$ cat config.mk
export PLATFORM = sky130hd
export DESIGN_NAME = codec_cfg_sequencer_flat
export DESIGN_NICKNAME = d
export VERILOG_FILES = /design/src/rtl/codec_cfg_sequencer_if.sv /design/src/rtl/codec_cfg_sequencer.sv /design/src/flat_wrapper.sv
export SDC_FILE = /design/constraint.sdc
export NUM_CORES = 1
export LEC_CHECK = 0
export ABC_AREA = 1
export BUFFER_PORTS_ARGS = -buffer_cell sky130_fd_sc_hd__buf_2
export CORE_MARGIN = 1.5
export CORE_UTILIZATION = 58
export DETAILED_ROUTE_END_ITERATION = 8
export GPL_TIMING_DRIVEN = 0
export PLACE_DENSITY = 0.84
export SLEW_MARGIN = 20
export SYNTH_ARGS = -nofsm -noshare
export SYNTH_HDL_FRONTEND = slang
export SYNTH_SLANG_ARGS = --single-unit
export TNS_END_PERCENT = 20
$ cat constraint.sdc
create_clock -name clk -period 2.6 [get_ports clk]
set_input_delay 0.52 -clock clk [delete_from_list [all_inputs] [get_ports clk]]
set_output_delay 0.52 -clock clk [all_outputs]
set_load 0.02 [all_outputs]
$ cat src/rtl/codec_cfg_sequencer_if.sv
// Command/transfer handshake to the byte-level I2C write engine plus the
// runtime host write port. The sequencer is the master.
interface codec_cfg_if;
  logic        cmd_valid;
  logic        cmd_ready;
  logic [23:0] cmd_word;
  logic        xfer_done;
  logic        xfer_nack;
  logic        host_req_valid;
  logic        host_req_ready;
  logic [6:0]  host_req_addr;
  logic [8:0]  host_req_data;

  modport master (
    output cmd_valid, cmd_word, host_req_ready,
    input  cmd_ready, xfer_done, xfer_nack,
    input  host_req_valid, host_req_addr, host_req_data
  );

  modport slave (
    input  cmd_valid, cmd_word, host_req_ready,
    output cmd_ready, xfer_done, xfer_nack,
    output host_req_valid, host_req_addr, host_req_data
  );
endinterface

$ cat src/rtl/codec_cfg_sequencer.sv
// WM8731 configuration sequencer: plays the power-up register table through
// the I2C write engine, then serves single host writes. One write in flight,
// NACKed writes are re-issued up to RETRY_MAX times before a sticky error.
module codec_cfg_sequencer #(
  parameter logic [7:0] DEV_ADDR      = 8'h34,
  parameter int         NUM_BOOT      = 9,
  parameter int         RETRY_MAX     = 3,
  parameter int         SETTLE_CYCLES = 7372800
) (
  input  logic         clk,
  input  logic         rst,
  codec_cfg_if.master  bus,
  output logic         cfg_done,
  output logic         cfg_error,
  output logic         speaker_mute
);

  typedef enum logic [2:0] {
    BOOT_ISSUE, BOOT_WAIT, SETTLE, RUN, HOST_ISSUE, HOST_WAIT, ERROR
  } state_e;

  localparam logic [3:0]  LAST_IDX    = 4'(NUM_BOOT - 1);
  localparam logic [1:0]  RETRY_LIM   = 2'(RETRY_MAX);
  localparam logic [22:0] SETTLE_LAST = 23'(SETTLE_CYCLES - 1);

  // Power-up table as {reg[6:0], data[8:0]}; the second 06 entry clears
  // OUTPD and must only go out after the output stage has settled.
  function automatic logic [15:0] boot_entry(input logic [3:0] i);
    logic [15:0] e;
    e = 16'h0000;
    case (i)
      4'd0: e = {7'h0F, 9'h000};
      4'd1: e = {7'h06, 9'h070};
      4'd2: e = {7'h04, 9'h015};
      4'd3: e = {7'h01, 9'h117};
      4'd4: e = {7'h05, 9'h000};
      4'd5: e = {7'h07, 9'h009};
      4'd6: e = {7'h02, 9'h1E5};
      4'd7: e = {7'h09, 9'h001};
      4'd8: e = {7'h06, 9'h060};
      default: e = 16'h0000;
    endcase
    return e;
  endfunction

  state_e      state_q, state_d;
  logic [3:0]  idx_q, idx_d;
  logic [1:0]  retry_q, retry_d;
  logic [22:0] settle_q, settle_d;
  logic [6:0]  haddr_q, haddr_d;
  logic [8:0]  hdata_q, hdata_d;

  logic        cmd_valid_q, cmd_valid_d;
  logic [23:0] cmd_word_q, cmd_word_d;
  logic        host_rdy_q, host_rdy_d;
  logic        done_q, done_d;
  logic        err_q, err_d;
  logic        mute_q, mute_d;

  logic cmd_hs, host_hs;

  assign cmd_hs  = cmd_valid_q & bus.cmd_ready;
  assign host_hs = bus.host_req_valid & host_rdy_q;

  assign bus.cmd_valid      = cmd_valid_q;
  assign bus.cmd_word       = cmd_word_q;
  assign bus.host_req_ready = host_rdy_q;
  assign cfg_done           = done_q;
  assign cfg_error          = err_q;
  assign speaker_mute       = mute_q;

  // State and registered outputs; reset restarts the boot table from entry 0.
  always_ff @(posedge clk) begin
    if (rst) begin
      state_q     <= BOOT_ISSUE;
      idx_q       <= '0;
      retry_q     <= '0;
      settle_q    <= '0;
      haddr_q     <= '0;
      hdata_q     <= '0;
      cmd_valid_q <= 1'b0;
      cmd_word_q  <= '0;
      host_rdy_q  <= 1'b0;
      done_q      <= 1'b0;
      err_q       <= 1'b0;
      mute_q      <= 1'b1;
    end else begin
      state_q     <= state_d;
      idx_q       <= idx_d;
      retry_q     <= retry_d;
      settle_q    <= settle_d;
      haddr_q     <= haddr_d;
      hdata_q     <= hdata_d;
      cmd_valid_q <= cmd_valid_d;
      cmd_word_q  <= cmd_word_d;
      host_rdy_q  <= host_rdy_d;
      done_q      <= done_d;
      err_q       <= err_d;
      mute_q      <= mute_d;
    end
  end

  // Next-state: sequencing, retry accounting, settle timer, host latch.
  // xfer_done is only looked at in the two WAIT states, so stray pulses
  // (e.g. from a transfer cut off by reset) fall through harmlessly.
  always_comb begin
    state_d  = state_q;
    idx_d    = idx_q;
    retry_d  = retry_q;
    settle_d = settle_q;
    haddr_d  = haddr_q;
    hdata_d  = hdata_q;
    unique case (state_q)
      BOOT_ISSUE: if (cmd_hs) state_d = BOOT_WAIT;
      BOOT_WAIT: begin
        if (bus.xfer_done) begin
          if (bus.xfer_nack) begin
            if (retry_q == RETRY_LIM) begin
              state_d = ERROR;
            end else begin
              retry_d = retry_q + 2'd1;
              state_d = BOOT_ISSUE;
            end
          end else begin
            retry_d = '0;
            idx_d   = idx_q + 4'd1;
            if (idx_q == LAST_IDX) begin
              state_d = RUN;
            end else if (idx_q + 4'd1 == LAST_IDX) begin
              settle_d = '0;
              state_d  = SETTLE;
            end else begin
              state_d = BOOT_ISSUE;
            end
          end
        end
      end
      SETTLE: begin
        if (settle_q == SETTLE_LAST) state_d = BOOT_ISSUE;
        else                         settle_d = settle_q + 23'd1;
      end
      RUN: begin
        if (host_hs) begin
          haddr_d = bus.host_req_addr;
          hdata_d = bus.host_req_data;
          retry_d = '0;
          state_d = HOST_ISSUE;
        end
      end
      HOST_ISSUE: if (cmd_hs) state_d = HOST_WAIT;
      HOST_WAIT: begin
        if (bus.xfer_done) begin
          if (bus.xfer_nack) begin
            if (retry_q == RETRY_LIM) begin
              state_d = ERROR;
            end else begin
              retry_d = retry_q + 2'd1;
              state_d = HOST_ISSUE;
            end
          end else begin
            state_d = RUN;
          end
        end
      end
      ERROR: state_d = ERROR;
      default: state_d = BOOT_ISSUE;
    endcase
  end

  // Outputs decoded from the next state so they are registered yet line up
  // with the state they belong to; cmd_word holds between issues.
  always_comb begin
    cmd_valid_d = (state_d == BOOT_ISSUE) || (state_d == HOST_ISSUE);
    cmd_word_d  = cmd_word_q;
    if (state_d == BOOT_ISSUE)      cmd_word_d = {DEV_ADDR, boot_entry(idx_d)};
    else if (state_d == HOST_ISSUE) cmd_word_d = {DEV_ADDR, haddr_d, hdata_d};
    host_rdy_d = (state_d == RUN);
    done_d     = done_q | (state_d == RUN);
    err_d      = err_q | (state_d == ERROR);
    mute_d     = ~done_d;
  end

endmodule

$ cat src/flat_wrapper.sv
// flat-port wrapper written by rule: the top's interface ports become plain ports
module codec_cfg_sequencer_flat 
#(
  parameter logic [7:0] DEV_ADDR      = 8'h34,
  parameter int         NUM_BOOT      = 9,
  parameter int         RETRY_MAX     = 3,
  parameter int         SETTLE_CYCLES = 7372800
)
  (clk, rst, cfg_done, cfg_error, speaker_mute, bus_cmd_valid, bus_cmd_word, bus_host_req_ready, bus_cmd_ready, bus_xfer_done, bus_xfer_nack, bus_host_req_valid, bus_host_req_addr, bus_host_req_data);
  codec_cfg_if bus_i ();
  input  logic clk;
  input  logic rst;
  output logic cfg_done;
  output logic cfg_error;
  output logic speaker_mute;
  output wire logic [$bits(bus_i.cmd_valid)-1:0] bus_cmd_valid;
  output wire logic [$bits(bus_i.cmd_word)-1:0] bus_cmd_word;
  output wire logic [$bits(bus_i.host_req_ready)-1:0] bus_host_req_ready;
  input wire logic [$bits(bus_i.cmd_ready)-1:0] bus_cmd_ready;
  input wire logic [$bits(bus_i.xfer_done)-1:0] bus_xfer_done;
  input wire logic [$bits(bus_i.xfer_nack)-1:0] bus_xfer_nack;
  input wire logic [$bits(bus_i.host_req_valid)-1:0] bus_host_req_valid;
  input wire logic [$bits(bus_i.host_req_addr)-1:0] bus_host_req_addr;
  input wire logic [$bits(bus_i.host_req_data)-1:0] bus_host_req_data;
  assign bus_cmd_valid = bus_i.cmd_valid;
  assign bus_cmd_word = bus_i.cmd_word;
  assign bus_host_req_ready = bus_i.host_req_ready;
  assign bus_i.cmd_ready = bus_cmd_ready;
  assign bus_i.xfer_done = bus_xfer_done;
  assign bus_i.xfer_nack = bus_xfer_nack;
  assign bus_i.host_req_valid = bus_host_req_valid;
  assign bus_i.host_req_addr = bus_host_req_addr;
  assign bus_i.host_req_data = bus_host_req_data;
  codec_cfg_sequencer #(.DEV_ADDR(DEV_ADDR), .NUM_BOOT(NUM_BOOT), .RETRY_MAX(RETRY_MAX), .SETTLE_CYCLES(SETTLE_CYCLES)) u_core (.clk(clk), .rst(rst), .bus(bus_i), .cfg_done(cfg_done), .cfg_error(cfg_error), .speaker_mute(speaker_mute));
endmodule
==> run_results.csv <==
group,metric,value,unit
run_status,status,"finished with violations",
run_status,violations,"design-rule violations",
critical_path,reg2reg_setup_slack,270,ps
critical_path,crit_type,"flip-flop to flip-flop",
critical_path,r2r-end,"u_core.bus.cmd_word[12]",
clocking,path_clk_slew,80,ps
grt,grt_max_degree,13,
placement,hpwl,7140,um
clocking,cts_setup_buffers,0,
pwr,pwr-share-clk,0.409,
detailed_routing,drt.antenna.violating_nets,0,
grt,overflow,0,
clocking,cts_tree,"built",
grt,grt_usage,0.288,
floorplanning,die_w,85.2,um
clocking,clockBufferDepth,2,
grt,antenna_found_initial,0,
timing,hold_slack,425,ps
floorplanning,dieHeight,85.2,um
floorplanning,initial_utilization,0.610,
detailed_routing,drc_errors,2,
synthesis,netlist_area,0.00392,mm2
synthesis,synth_cell_types,43,
clocking,cts_max_level,3,
detailed_routing,wirelength,9580,um
synthesis,synthFlopType,"dfxtp_1",
floorplanning,coreArea,0.00642,mm2
synthesis,synth_edf_count,0,
pwr,swShare,0.265,
detailed_routing,first_pass_iters,7,
synthesis,seq_area_frac_synth,0.357,
timing,period_share,0.897,
timing,slew_viol_final,0,
grt,grt_pass1_vias,3707,
placement,gp_congestion,0.912,
finish,final_cell_mix,"nand2_1, dfxtp_1, nor2_1",
pwr,pwr-share-seq,0.466,
critical_path,startpoint,"u_core.settle_q[0]",
finish,antenna_cells,0,
floorplanning,io_pins,51,
finish,drive_above_1_share,0.180,
critical_path,rr_worst_depth,14,
critical_path,crit_path_max_fanout,10,
pwr,internal_power,1.76,mW
finish,area_growth,14.1,%
timing,relSlewSlack,0.589,
critical_path,end_kind,"flip-flop",
detailed_routing,routed_via_density,5.34,
pwr,p_sw,0.638,mW
critical_path,rr_startpoint,"u_core.settle_q[0]",
clocking,cts_made_buffers,9,
detailed_routing,wl_per_cell,13.4,um
timing,hold_viol,0,
floorplanning,die_area,0.00726,mm2
timing,rsz0062_at_grt,"false",
timing,skew,13.8,ps
critical_path,cp-endpoint,"u_core.bus.cmd_word[12]",
pwr,p_comb_frac,0.125,
pwr,power_density,537,mW/mm2
timing,period_minus_slack,2330,ps
placement,port_buffers,44,
timing,worst_slew_pin_slew,611,ps
timing,fmaxAchievable,429,MHz
timing,setup_viol,0,
critical_path,cp.required,2900,ps
clocking,cts_resized,0,
clocking,numClockSinks,70,
critical_path,worstPathArrival,2630,ps
grt,grt_first_pass_wirelength,16600,um
finish,final_common_cell,"nand2_1",
critical_path,critPathLaunchType,"flip-flop",
pwr,vdd_drop_max,0.425,mV
detailed_routing,dr_total_vias,3820,
pwr,power_leakage,2.09,nW
finish,nNetsFinal,663,
finish,final_core_util,0.697,
detailed_routing,drtIter0Drc,229,
clocking,cts_root_buffer,"clkbuf_8",
synthesis,postSynthAreaPerCell,6.83,um2
placement,place_area,0.00425,mm2
hold_path,worstHoldPathType,"primary input to flip-flop",
clocking,worstSkewPairLatency,360,ps
finish,stdcell_area,0.00447,mm2
synthesis,ys_ff_latch,70,
timing,fin_tns_setup,0,ps
pwr,power,2.40,mW
clocking,ctsHoldBuffers,0,
floorplanning,num_rows,29,
synthesis,ys_warn_count,0,
synthesis,synth_cells,574,
synthesis,async_flop_share,0,
run,maxCapViolations,0,
worst max-delay path, stage by stage, from the launching register on:
cell and delay, ps:
dfxtp_1 460, ha_1 320, nand2_1 80, inv_1 70
nand3_1 180, nor2_1 150, nand2_1 90, nand2_2 120
nand3_2 130, nor2_4 180, buf_6 170, nor2_1 50
nor2_1 90, nand2_1 90, nor2_1 110
cells in the mapped netlist, types with 2 or more instances:
cell / number / area share
nand2_1: 155 / 0.15
dfxtp_1: 70 / 0.36
nor2_1: 64 / 0.061
inv_1: 56 / 0.054
nand3_1: 46 / 0.059
a21oi_1: 29 / 0.037
nand4_1: 16 / 0.026
nor3_1: 16 / 0.020
o21ai_0: 12 / 0.015
and2_1: 10 / 0.016
buf_4: 8 / 0.015
ha_1: 8 / 0.026
inv_2: 8 / 0.0077
clkbuf_1: 7 / 0.0067
xor2_1: 6 / 0.013
buf_2: 5 / 0.0064
nor2_4: 5 / 0.014
a31oi_1: 4 / 0.0064
buf_6: 4 / 0.011
nand2_2: 4 / 0.0064
nor2_2: 4 / 0.0064
or2_2: 4 / 0.0064
mux2i_1: 3 / 0.0077
nand3b_1: 3 / 0.0057
o211ai_1: 3 / 0.0057
o21ai_1: 3 / 0.0038
nand3_2: 2 / 0.0051
nor2_8: 2 / 0.010
nor4_1: 2 / 0.0032
o21ai_2: 2 / 0.0045
layer usage:
| metal | global-route usage | wire length [um] |
|---|---|---|
| met3 | 0.0379 | 401 |
| met4 | 0.148 | 270 |
| met5 | 0 | 0 |
| met2 | 0.490 | 4660 |
| met1 | 0.356 | 4250 |
stage by stage:
step                      cells  worst slack (ps)
after floorplan             578               622
after global placement      699               199
after detailed placement    699               188
after CTS                   715               269
after global routing        715              44.8
final                       715               268
worst min-delay path by stage:
stage	from	end	depth (start not counted)
2_1_floorplan	u_core.hdata_q[6]	u_core.hdata_q[6]	2
3_3_place_gp	u_core.hdata_q[6]	u_core.hdata_q[6]	2
3_5_place_dp	u_core.settle_q[10]	u_core.settle_q[10]	2
4_1_cts	bus_host_req_addr[1]	u_core.haddr_q[1]	3
5_1_grt	bus_host_req_data[6]	u_core.hdata_q[6]	3
6_report	bus_host_req_addr[1]	u_core.haddr_q[1]	3
power by group through the flow:
stage                     clock (mW)  sequential (mW)  combinational, mW
after floorplan                    0             1.16              0.184
after global placement             0             1.14              0.292
after detailed placement           0             1.14              0.297
after CTS                      0.998             1.12              0.300
after global routing            1.04             1.12              0.329
final                          0.984             1.12              0.300
cells by family (layout without fill, tap and decap cells):
kind of cell               count (synthesis)  after routing  share of synthesized area
buffers and inverters                     90            150                      0.104
muxes                                      3              3                    0.00766
DFF                                       70             70                      0.357
and+or+nand+nor                          336            336                      0.402
AOI/OAI and AO/OA                         60             60                     0.0887
xor gates and xnor gates                   6              6                     0.0134
adders and majority gates                  8              8                     0.0255
other                                      1              5                   0.000957
registers in the layout (all words and copies together) (netlist names):
register,flops
u_core.settle_q,23
u_core.bus.cmd_word,17
u_core.hdata_q,9
u_core.haddr_q,7
u_core.idx_q,4
u_core.state_q,3
u_core.retry_q,2
u_core.bus.cmd_valid,1
u_core.bus.host_req_ready,1
u_core.cfg_done,1
u_core.cfg_error,1
u_core.speaker_mute,1
layout make-up:
class	count	area, um2
Clock inverter	6	85.1
Timing Repair Buffer	44	220
Inverter	66	251
Tap cell	77	96.3
Clock buffer	10	138
Buffer	24	156
Fill cell	543	1950
Sequential cell	70	1400
Multi-Input combinational cell	418	2130
No activity file was read; power rests on OpenSTA's default activity.
